--- src/rtl/alu_operand_stage_if.sv ---
// Operand-stage bus: decode-side inputs, forwarding taps and registered ID/EX outputs.
// The master drives the decode and forwarding inputs; the slave (the stage) drives the registered outputs.
interface alu_operand_stage_if #(
    parameter int XLEN       = 32,
    parameter int REG_ADDR_W = 5
);
    logic                  in_valid;
    logic                  stall;
    logic                  flush;
    logic                  alu_src;
    logic                  alu_src_a;
    logic [REG_ADDR_W-1:0] rs1_addr;
    logic [REG_ADDR_W-1:0] rs2_addr;
    logic [XLEN-1:0]       RS1_full;
    logic [XLEN-1:0]       RS2_full;
    logic [XLEN-1:0]       IMM_full;
    logic [XLEN-1:0]       pc;
    logic                  ex_wr_en;
    logic [REG_ADDR_W-1:0] ex_rd;
    logic [XLEN-1:0]       ex_result;
    logic                  wb_wr_en;
    logic [REG_ADDR_W-1:0] wb_rd;
    logic [XLEN-1:0]       wb_result;
    logic                  out_valid;
    logic [XLEN-1:0]       Read1;
    logic [XLEN-1:0]       Read2;
    logic [XLEN-1:0]       store_data;
    logic [1:0]            fwd_a;
    logic [1:0]            fwd_b;

    modport master (
        output in_valid, stall, flush, alu_src, alu_src_a, rs1_addr, rs2_addr,
               RS1_full, RS2_full, IMM_full, pc,
               ex_wr_en, ex_rd, ex_result, wb_wr_en, wb_rd, wb_result,
        input  out_valid, Read1, Read2, store_data, fwd_a, fwd_b
    );

    modport slave (
        input  in_valid, stall, flush, alu_src, alu_src_a, rs1_addr, rs2_addr,
               RS1_full, RS2_full, IMM_full, pc,
               ex_wr_en, ex_rd, ex_result, wb_wr_en, wb_rd, wb_result,
        output out_valid, Read1, Read2, store_data, fwd_a, fwd_b
    );
endinterface

--- src/rtl/alu_operand_stage.sv ---
// ALU operand stage: EX/WB forwarding of RS1/RS2, operand A/B selection and
// registration into the ID/EX boundary with stall (hold) and flush (bubble).
module alu_operand_stage #(
    parameter int XLEN         = 32,
    parameter int REG_ADDR_W   = 5,
    parameter int X0_HARDWIRED = 1
) (
    input logic                clk,
    input logic                rst_n,
    alu_operand_stage_if.slave bus
);
    logic            valid_q, valid_d;
    logic [XLEN-1:0] read1_q, read1_d;
    logic [XLEN-1:0] read2_q, read2_d;
    logic [XLEN-1:0] store_q, store_d;
    logic [1:0]      fwd_a_q, fwd_a_d;
    logic [1:0]      fwd_b_q, fwd_b_d;

    logic [XLEN-1:0] fwd_rs1, fwd_rs2;
    logic [1:0]      sel_rs1, sel_rs2;

    // A write to register 0 is discarded by the register file when x0 is hardwired,
    // so it must never be forwarded either.
    function automatic logic hit(input logic                  wr_en,
                                 input logic [REG_ADDR_W-1:0] rd,
                                 input logic [REG_ADDR_W-1:0] rs);
        return wr_en && (rd == rs) && !((X0_HARDWIRED != 0) && (rd == '0));
    endfunction

    always_comb begin
        fwd_rs1 = bus.RS1_full;
        sel_rs1 = 2'd0;
        if (hit(bus.ex_wr_en, bus.ex_rd, bus.rs1_addr)) begin
            fwd_rs1 = bus.ex_result;
            sel_rs1 = 2'd1;
        end else if (hit(bus.wb_wr_en, bus.wb_rd, bus.rs1_addr)) begin
            fwd_rs1 = bus.wb_result;
            sel_rs1 = 2'd2;
        end

        fwd_rs2 = bus.RS2_full;
        sel_rs2 = 2'd0;
        if (hit(bus.ex_wr_en, bus.ex_rd, bus.rs2_addr)) begin
            fwd_rs2 = bus.ex_result;
            sel_rs2 = 2'd1;
        end else if (hit(bus.wb_wr_en, bus.wb_rd, bus.rs2_addr)) begin
            fwd_rs2 = bus.wb_result;
            sel_rs2 = 2'd2;
        end
    end

    always_comb begin
        valid_d = valid_q;
        read1_d = read1_q;
        read2_d = read2_q;
        store_d = store_q;
        fwd_a_d = fwd_a_q;
        fwd_b_d = fwd_b_q;
        if (bus.flush) begin
            valid_d = 1'b0;
            read1_d = '0;
            read2_d = '0;
            store_d = '0;
            fwd_a_d = '0;
            fwd_b_d = '0;
        end else if (!bus.stall) begin
            // Data loads regardless of in_valid; consumers qualify with out_valid.
            valid_d = bus.in_valid;
            read1_d = bus.alu_src_a ? bus.pc : fwd_rs1;
            read2_d = bus.alu_src ? bus.IMM_full : fwd_rs2;
            store_d = fwd_rs2;
            fwd_a_d = sel_rs1;
            fwd_b_d = sel_rs2;
        end
    end

    always_ff @(posedge clk or negedge rst_n) begin
        if (!rst_n) begin
            valid_q <= 1'b0;
            read1_q <= '0;
            read2_q <= '0;
            store_q <= '0;
            fwd_a_q <= '0;
            fwd_b_q <= '0;
        end else begin
            valid_q <= valid_d;
            read1_q <= read1_d;
            read2_q <= read2_d;
            store_q <= store_d;
            fwd_a_q <= fwd_a_d;
            fwd_b_q <= fwd_b_d;
        end
    end

    assign bus.out_valid  = valid_q;
    assign bus.Read1      = read1_q;
    assign bus.Read2      = read2_q;
    assign bus.store_data = store_q;
    assign bus.fwd_a      = fwd_a_q;
    assign bus.fwd_b      = fwd_b_q;
endmodule

--- src/flat_wrapper.sv ---
// flat-port wrapper written by rule: the top's interface ports become plain ports
module alu_operand_stage_flat 
#(
    parameter int XLEN         = 32,
    parameter int REG_ADDR_W   = 5,
    parameter int X0_HARDWIRED = 1
)
  (clk, rst_n, bus_in_valid, bus_stall, bus_flush, bus_alu_src, bus_alu_src_a, bus_rs1_addr, bus_rs2_addr, bus_RS1_full, bus_RS2_full, bus_IMM_full, bus_pc, bus_ex_wr_en, bus_ex_rd, bus_ex_result, bus_wb_wr_en, bus_wb_rd, bus_wb_result, bus_out_valid, bus_Read1, bus_Read2, bus_store_data, bus_fwd_a, bus_fwd_b);
  alu_operand_stage_if #(.XLEN(XLEN), .REG_ADDR_W(REG_ADDR_W)) bus_i ();
  input logic clk;
  input logic rst_n;
  input wire logic [$bits(bus_i.in_valid)-1:0] bus_in_valid;
  input wire logic [$bits(bus_i.stall)-1:0] bus_stall;
  input wire logic [$bits(bus_i.flush)-1:0] bus_flush;
  input wire logic [$bits(bus_i.alu_src)-1:0] bus_alu_src;
  input wire logic [$bits(bus_i.alu_src_a)-1:0] bus_alu_src_a;
  input wire logic [$bits(bus_i.rs1_addr)-1:0] bus_rs1_addr;
  input wire logic [$bits(bus_i.rs2_addr)-1:0] bus_rs2_addr;
  input wire logic [$bits(bus_i.RS1_full)-1:0] bus_RS1_full;
  input wire logic [$bits(bus_i.RS2_full)-1:0] bus_RS2_full;
  input wire logic [$bits(bus_i.IMM_full)-1:0] bus_IMM_full;
  input wire logic [$bits(bus_i.pc)-1:0] bus_pc;
  input wire logic [$bits(bus_i.ex_wr_en)-1:0] bus_ex_wr_en;
  input wire logic [$bits(bus_i.ex_rd)-1:0] bus_ex_rd;
  input wire logic [$bits(bus_i.ex_result)-1:0] bus_ex_result;
  input wire logic [$bits(bus_i.wb_wr_en)-1:0] bus_wb_wr_en;
  input wire logic [$bits(bus_i.wb_rd)-1:0] bus_wb_rd;
  input wire logic [$bits(bus_i.wb_result)-1:0] bus_wb_result;
  output wire logic [$bits(bus_i.out_valid)-1:0] bus_out_valid;
  output wire logic [$bits(bus_i.Read1)-1:0] bus_Read1;
  output wire logic [$bits(bus_i.Read2)-1:0] bus_Read2;
  output wire logic [$bits(bus_i.store_data)-1:0] bus_store_data;
  output wire logic [$bits(bus_i.fwd_a)-1:0] bus_fwd_a;
  output wire logic [$bits(bus_i.fwd_b)-1:0] bus_fwd_b;
  assign bus_i.in_valid = bus_in_valid;
  assign bus_i.stall = bus_stall;
  assign bus_i.flush = bus_flush;
  assign bus_i.alu_src = bus_alu_src;
  assign bus_i.alu_src_a = bus_alu_src_a;
  assign bus_i.rs1_addr = bus_rs1_addr;
  assign bus_i.rs2_addr = bus_rs2_addr;
  assign bus_i.RS1_full = bus_RS1_full;
  assign bus_i.RS2_full = bus_RS2_full;
  assign bus_i.IMM_full = bus_IMM_full;
  assign bus_i.pc = bus_pc;
  assign bus_i.ex_wr_en = bus_ex_wr_en;
  assign bus_i.ex_rd = bus_ex_rd;
  assign bus_i.ex_result = bus_ex_result;
  assign bus_i.wb_wr_en = bus_wb_wr_en;
  assign bus_i.wb_rd = bus_wb_rd;
  assign bus_i.wb_result = bus_wb_result;
  assign bus_out_valid = bus_i.out_valid;
  assign bus_Read1 = bus_i.Read1;
  assign bus_Read2 = bus_i.Read2;
  assign bus_store_data = bus_i.store_data;
  assign bus_fwd_a = bus_i.fwd_a;
  assign bus_fwd_b = bus_i.fwd_b;
  alu_operand_stage #(.XLEN(XLEN), .REG_ADDR_W(REG_ADDR_W), .X0_HARDWIRED(X0_HARDWIRED)) u_core (.clk(clk), .rst_n(rst_n), .bus(bus_i));
endmodule
--- config.mk ---
export PLATFORM = sky130hd
export DESIGN_NAME = alu_operand_stage_flat
export DESIGN_NICKNAME = d
export VERILOG_FILES = /design/src/rtl/alu_operand_stage_if.sv /design/src/rtl/alu_operand_stage.sv /design/src/flat_wrapper.sv
export SDC_FILE = /design/constraint.sdc
export NUM_CORES = 1
export LEC_CHECK = 0
export BUFFER_PORTS_ARGS = -buffer_cell sky130_fd_sc_hd__buf_2
export CAP_MARGIN = 5
export CORE_UTILIZATION = 30
export CTS_BUF_LIST = sky130_fd_sc_hd__clkbuf_4
export CTS_CLUSTER_DIAMETER = 40
export DETAILED_ROUTE_END_ITERATION = 10
export PLACE_DENSITY = 0.57
export SKIP_CTS_REPAIR_TIMING = 1
export SYNTH_ARGS = -nofsm -noshare
export SYNTH_HDL_FRONTEND = slang
export SYNTH_SLANG_ARGS = --single-unit
--- constraint.sdc ---
create_clock -name clk -period 0.9 [get_ports clk]
set_clock_uncertainty 0.1 [all_clocks]
set_input_delay 0.135 -clock clk [delete_from_list [all_inputs] [get_ports clk]]
set_output_delay 0.135 -clock clk [all_outputs]
set_load 0.01 [all_outputs]
==> flow_summary.yaml, run 1 <==
synth:
  synth_edf_count: 0
  yosys-top-cells-area: "dfrtp_1, o311ai_1, and4_1, a21oi_1, a221oi_2"
  ys_seq_elements: 101
  synth_area_leader_cell: "dfrtp_1"
  synth_xor_area_share_pct: 2.41
  synth.cell_area_sq_um: 7260
  yosysSeqAreaShare_pct: 34.8
  synth_compound_area_share_pct: 36.2
  muxShareOfSynthArea_pct: 0.138
  netlist.area_leader.share_pct: 34.8
  synthesis.nets: 1022
  async_flop_share_pct: 100
  synth_most_common_cell: "dfrtp_1"
  synth_top_family_by_area: "compound AO/OA/AOI/OAI gates"
  syn_inst: 801
  ys_types: 36
  yosys_most_used_dff: "dfrtp_1"
  yosys.area_share.simple_pct: 17.0
  postSynthAreaPerCell_sq_um: 9.06
  yosys_warnings: 0
  synthAdderAreaFrac_pct: 0
  synthTopCellsByCount: "dfrtp_1, a21oi_1, clkbuf_1, o311ai_1, inv_1"
sta:
  setup_viol_count_final: 201
  hold_slack_ns: -0.0934
  rsz0062_at_grt: "true"
  hold_viol: 32
  relSlewSlack_pct: 64.9
  fmax_mhz: 587
  slew_violations: 0
  fin_crit_sh_pct: 189
  layout_min_cycle_time_ns: 1.70
  worstMarginPinSlew_ns: 0.524
  fin_ws_ns: -0.803
clocking:
  clock_path_buffers: 2
  clkTransAtPathRegs_ns: 0.20
  cts_tree: "yes"
  h-tree-depth: 3
  cts_buffers: 9
  cts_root_buf: "clkbuf_4"
  clock-sinks: 101
  clk-insertion-delay-late_ns: 0.52
die:
  die_x_um: 158
  start_util_pct: 30.7
  io_pins: 322
  die_area_sq_um: 24800
  rows: 56
  die_h_um: 158
  core_sq_um: 23600
pwr:
  cellPowerDensity_nw_per_um2: 1010
  swShare_pct: 35.7
  vdd_ir_drop_max_mv: 0.769
  p_int_mw: 8.73
  p_seq_share_pct: 37.1
  leakagePower_nw: 5.88
  pwr-share-clk_pct: 23.1
  power_mw: 13.6
  pwr-share-comb_pct: 39.7
  p_switching_mw: 4.84
routing:
  wire_per_inst_um: 22.9
  drt_iter0_markers: 607
  vias: 9338
  dr.pass1.iters: 5
  wirelength_um: 38300
  drc_errors: 0
  via_per_inst: 5.58
  ant_nets: 0
layout:
  nNetsFinal: 1563
  drive_above_1_share_pct: 51.5
  fillCellCount: 2116
  regArea_sq_um: 2530
  syn2layout_area_growth_pct: 84.1
  multi_input_comb_area_sq_um: 4970
run_status:
  failed_checks: "hold timing, setup timing"
  status: "complete, but fails checks"
place:
  port_buffers: 321
  preCtsSetupSlack_ns: -1.31
  globalplace.congestion: 0.866
  place_hpwl_um: 27100
global_routing:
  overflow: 0
  antenna_found_initial: 7
  track_usage_pct: 27.4
  grt_pass1_wl_um: 50200
  grt_max_degree: 45
  grt_pass1_vias: 8402
job:
  cap_viol_max_count: 0
min_path:
  hp-class: "primary input to async pin"
worst_setup_path:
  required_ns: 1.21
  cp-end-kind: "flop"
  worst_setup_path_start_kind: "primary input"
  cp_max_fo: 12
  critPathKind: "primary input to flop"
  arrival_ns: 2.01
## metal layers
metal / vias up / wire, um / global-route usage (%)
li1: 4275 / - / -
met3: 80 / 2260 / 3.96
met5: - / 27 / 0
met2: 433 / 17900 / 42.1
met1: 4546 / 16700 / 38.5
met4: 4 / 1440 / 11.0
## through the flow
step / instances / setup TNS (ns) / util (%) / cell area (sq um)
after floorplan: 801 / -84.30 / - / 7550
after global placement: 1490 / -117.95 / 45.4 / 10700
after detailed placement: 1490 / -120.37 / 45.4 / 10700
after CTS: 1506 / -107.79 / 46.1 / 10900
after global routing: 1670 / -113.36 / 56.6 / 13400
final: 1673 / -105.76 / 56.6 / 13400
## layout by cell type, fill, tap and decap left out, types with 43 or more instances in the layout
cell           netlist  final
o311ai_2             0     46
buf_6                6     50
buf_2                8    277
dfrtp_1            101    101
buf_12               0     43
a21oi_1            100     96
buf_4                2    143
inv_1               64     63
and4_1              62     45
dlygate4sd3_1        0    101
o31a_1              45     45
## cell type report
type / count / area share [%]
Antenna cell: 7 / 0.131
Clock buffer: 9 / 0.505
Clock inverter: 7 / 0.786
Inverter: 64 / 1.80
Multi-Input combinational cell: 543 / 37.2
Sequential cell: 101 / 18.9
Tap cell: 319 / 2.99
Timing Repair Buffer: 623 / 37.7
## critical path, cell delays in order
cell and delay (ns):
buf_8 0.09, or4_4 0.56, buf_6 0.14, o21ai_4 0.14
buf_12 0.19, buf_12 0.15, o31a_1 0.20, o311ai_1 0.16
a221oi_1 0.25
## power by group through the flow
stage	Clock, mW	Combinational [mW]	Sequential (mW)
after global placement	0	4.25	5.09
after global routing	3.32	5.73	5.07
after detailed placement	0	4.29	5.09
after floorplan	0	1.74	5.22
final	3.14	5.39	5.04
after CTS	3.16	4.30	5.01
## path summary, 6_finish.rpt
kind,startpoint,endpoint,slack (ns),cells after the start
setup / recovery,bus_wb_rd[1],u_core.bus.Read2[10],-0.80,9
hold / removal,rst_n,u_core.bus.store_data[9],-0.09,2
setup reg to reg,u_core.bus.Read2[2],u_core.bus.Read2[2],-0.15,3
hold reg to reg,u_core.bus.store_data[9],u_core.bus.store_data[9],0.44,2
max in group asynchronous,rst_n,u_core.bus.fwd_b[1],0.32,3
min in group clk,bus_ex_result[14],u_core.bus.Read1[14],-0.06,5
## cell families (layout without fill, tap and decap cells)
logic type / Yosys count / after routing
and+or+nand+nor: 187 / 187
DFF: 101 / 101
buffers and inverters: 164 / 703
xor gates and xnor gates: 20 / 20
other: 0 / 7
muxes: 1 / 1
AOI/OAI and AO/OA: 328 / 335
## flip-flops by register name (all words and copies together) (netlist names)
signal / flops
u_core.bus.out_valid: 1
u_core.bus.fwd_b: 2
u_core.bus.store_data: 32
u_core.bus.Read2: 32
u_core.bus.fwd_a: 2
u_core.bus.Read1: 32
Power figures use the tool's default switching activity.
==> inputs of run 2 (changes only) <==
- ABC_AREA: unset -> 1
- BUFFER_PORTS_ARGS: -buffer_cell sky130_fd_sc_hd__buf_2 -> unset
- DONT_BUFFER_PORTS: unset -> 1
- PLACE_DENSITY: 0.57 -> 0.46
==> run 2 against run 1 <==
  * The run still ends with hold timing, setup timing left
  * Flip-flop and latch count unchanged
  * Worst hold slack worse by 0.73 ns
  * Core utilization down 2.5 points
  * Final cell count up 0.90%
  * Critical endpoint is now bus_Read1[31]
  * Largest power group is now sequential cells
  * Highest routed layer is now met4
==> flow_summary.yaml, run 2 <==
synth:
  muxShareOfSynthArea_pct: 0
  async_flop_share_pct: 100
  synthAdderAreaFrac_pct: 0
  synth_xor_area_share_pct: 0.755
  synth_compound_area_share_pct: 4.04
  synth_top_family_by_area: "simple AND/OR/NAND/NOR gates"
  syn_inst: 1162
  synthesis.nets: 1383
  yosys-top-cells-area: "dfrtp_1, nand2_1, nand3_1, inv_1, nor2_1"
  postSynthAreaPerCell_sq_um: 5.99
  yosysSeqAreaShare_pct: 36.3
  synth.cell_area_sq_um: 6960
  ys_types: 25
  yosys_warnings: 0
  synth_area_leader_cell: "dfrtp_1"
  synth_edf_count: 0
  yosys.area_share.simple_pct: 47.3
  yosys_most_used_dff: "dfrtp_1"
  synthTopCellsByCount: "nand2_1, nand3_1, inv_1, dfrtp_1, nor2_1"
  synth_most_common_cell: "nand2_1"
  netlist.area_leader.share_pct: 36.3
  ys_seq_elements: 101
sta:
  fin_crit_sh_pct: 148
  hold_viol: 200
  rsz0062_at_grt: "true"
  hold_slack_ns: -0.821
  layout_min_cycle_time_ns: 1.33
  fmax_mhz: 752
  relSlewSlack_pct: 80.1
  fin_ws_ns: -0.430
  worstMarginPinSlew_ns: 0.298
  finalSetupTns_ns: -49.84
  slew_violations: 0
  setup_viol_count_final: 197
layout:
  fillCellCount: 2167
  nNetsFinal: 1616
  layout_commonest_cell: "nand2_1"
  drive_above_1_share_pct: 29.1
  finalInstanceArea_sq_um: 12300
  layout_common_cells: "nand2_1, dlygate4sd3_1, inv_1, dfrtp_1, nand2_2"
  syn2layout_area_growth_pct: 76.4
  stdcell_count: 1688
  finish.utilization_pct: 54.1
die:
  die_x_um: 154
  core_sq_um: 22700
  io_pins: 322
  rows: 55
  die_area_sq_um: 23800
  start_util_pct: 30.7
  die_h_um: 154
routing:
  ant_nets: 0
  dr.pass1.iters: 7
  vias: 8507
  wire_per_inst_um: 21.5
  drt_iter0_markers: 574
  via_per_inst: 5.04
  wirelength_um: 36300
  drc_errors: 0
worst_setup_path:
  worst_setup_path_start_kind: "flop"
  arrival_ns: 1.10
  cp-end-kind: "output pin"
  cp_cell_sequence: "buf_12"
  required_ns: 0.66
  cp_max_fo: 2
  critPathBufInv: 1
  max_stage_delay_ns: 0.46
  slowest_stage: "dfrtp_1"
  critPathKind: "flop to output pin"
  crit_family: "flip-flops"
clocking:
  clock_path_buffers: 2
  clkTransAtPathRegs_ns: 0.20
  clk-insertion-delay-late_ns: 0.50
  h-tree-depth: 3
  cts_tree: "yes"
  clock-sinks: 101
  cts_root_buf: "clkbuf_4"
  cts_buffers: 9
pwr:
  leakagePower_nw: 6.36
  vdd_ir_drop_max_mv: 0.775
  cellPowerDensity_nw_per_um2: 969
  power_mw: 11.9
min_path:
  hp-class: "primary input to async pin"
place:
  placed_area_sq_um: 8040
  port_buffers: 0
  place_hpwl_um: 22600
  globalplace.congestion: 0.885
  preCtsSetupSlack_ns: -0.611
  dpl.cell_count: 1448
global_routing:
  grt_pass1_vias: 6989
  grt_pass1_wl_um: 43600
  overflow: 0
  antenna_found_initial: 3
  grt_max_degree: 102
  track_usage_pct: 24.4
run_status:
  failed_checks: "hold timing, setup timing"
  status: "complete, but fails checks"
job:
  cap_viol_max_count: 0
==> run 2: kinds of logic (layout without fill, tap and decap cells) <==
logic type	after synthesis	in the layout
flip-flops	101	101
AO/OA/AOI/OAI	45	45
other	0	3
buffers and inverters	200	438
XOR/XNOR	6	6
AND/OR/NAND/NOR	810	810
==> run 2: per-layer routing <==
layer | up-vias | GRT usage, % | wire, um | share of wire, %
li1 | 4017 | - | - | -
met1 | 3976 | 34.5 | 15700 | 43
met2 | 426 | 36.5 | 16400 | 45
met3 | 88 | 7.00 | 2930 | 8.1
met4 | 0 | 5.94 | 1240 | 3.4
met5 | - | 0 | 0 | 0
==> run 2: worst register-to-register path, cell delays in order, from the launching register on <==
cell and delay [ns]:
dfrtp_1 0.45, buf_4 0.14, nand2_1 0.07, nand2_2 0.05
==> run 2: worst paths after layout <==
kind / start / to / slack (ns) / depth (start not counted)
max: u_core.bus.Read1[31] / bus_Read1[31] / -0.43 / 1
min: rst_n / u_core.bus.store_data[21] / -0.82 / 0
max reg2reg: u_core.bus.Read2[0] / u_core.bus.Read2[0] / 0.03 / 3
min reg2reg: u_core.bus.Read1[27] / u_core.bus.Read1[27] / 0.44 / 2
max in group asynchronous: rst_n / u_core.bus.Read1[11] / 1.32 / 0
min in group clk: bus_flush / u_core.bus.Read1[1] / -0.18 / 4
==> run 2: area by class of cell <==
type                    count  area, sq um  area share [%]
multi-input cells         861         5120            41.7
repair buffers            286         3500            28.5
flip-flops and latches    101         2530            20.6
inverters                 136          622            5.06
well taps                 285          357            2.90
clock inverters             7         78.8           0.642
clock buffers               9         67.6           0.550
diodes                      3         7.51          0.0611
==> run 2: power by group <==
part           internal, mW  switching [mW]
Clock                 0.889            1.95
Combinational          1.85            1.99
Sequential             4.83           0.368
Total                  7.58            4.32
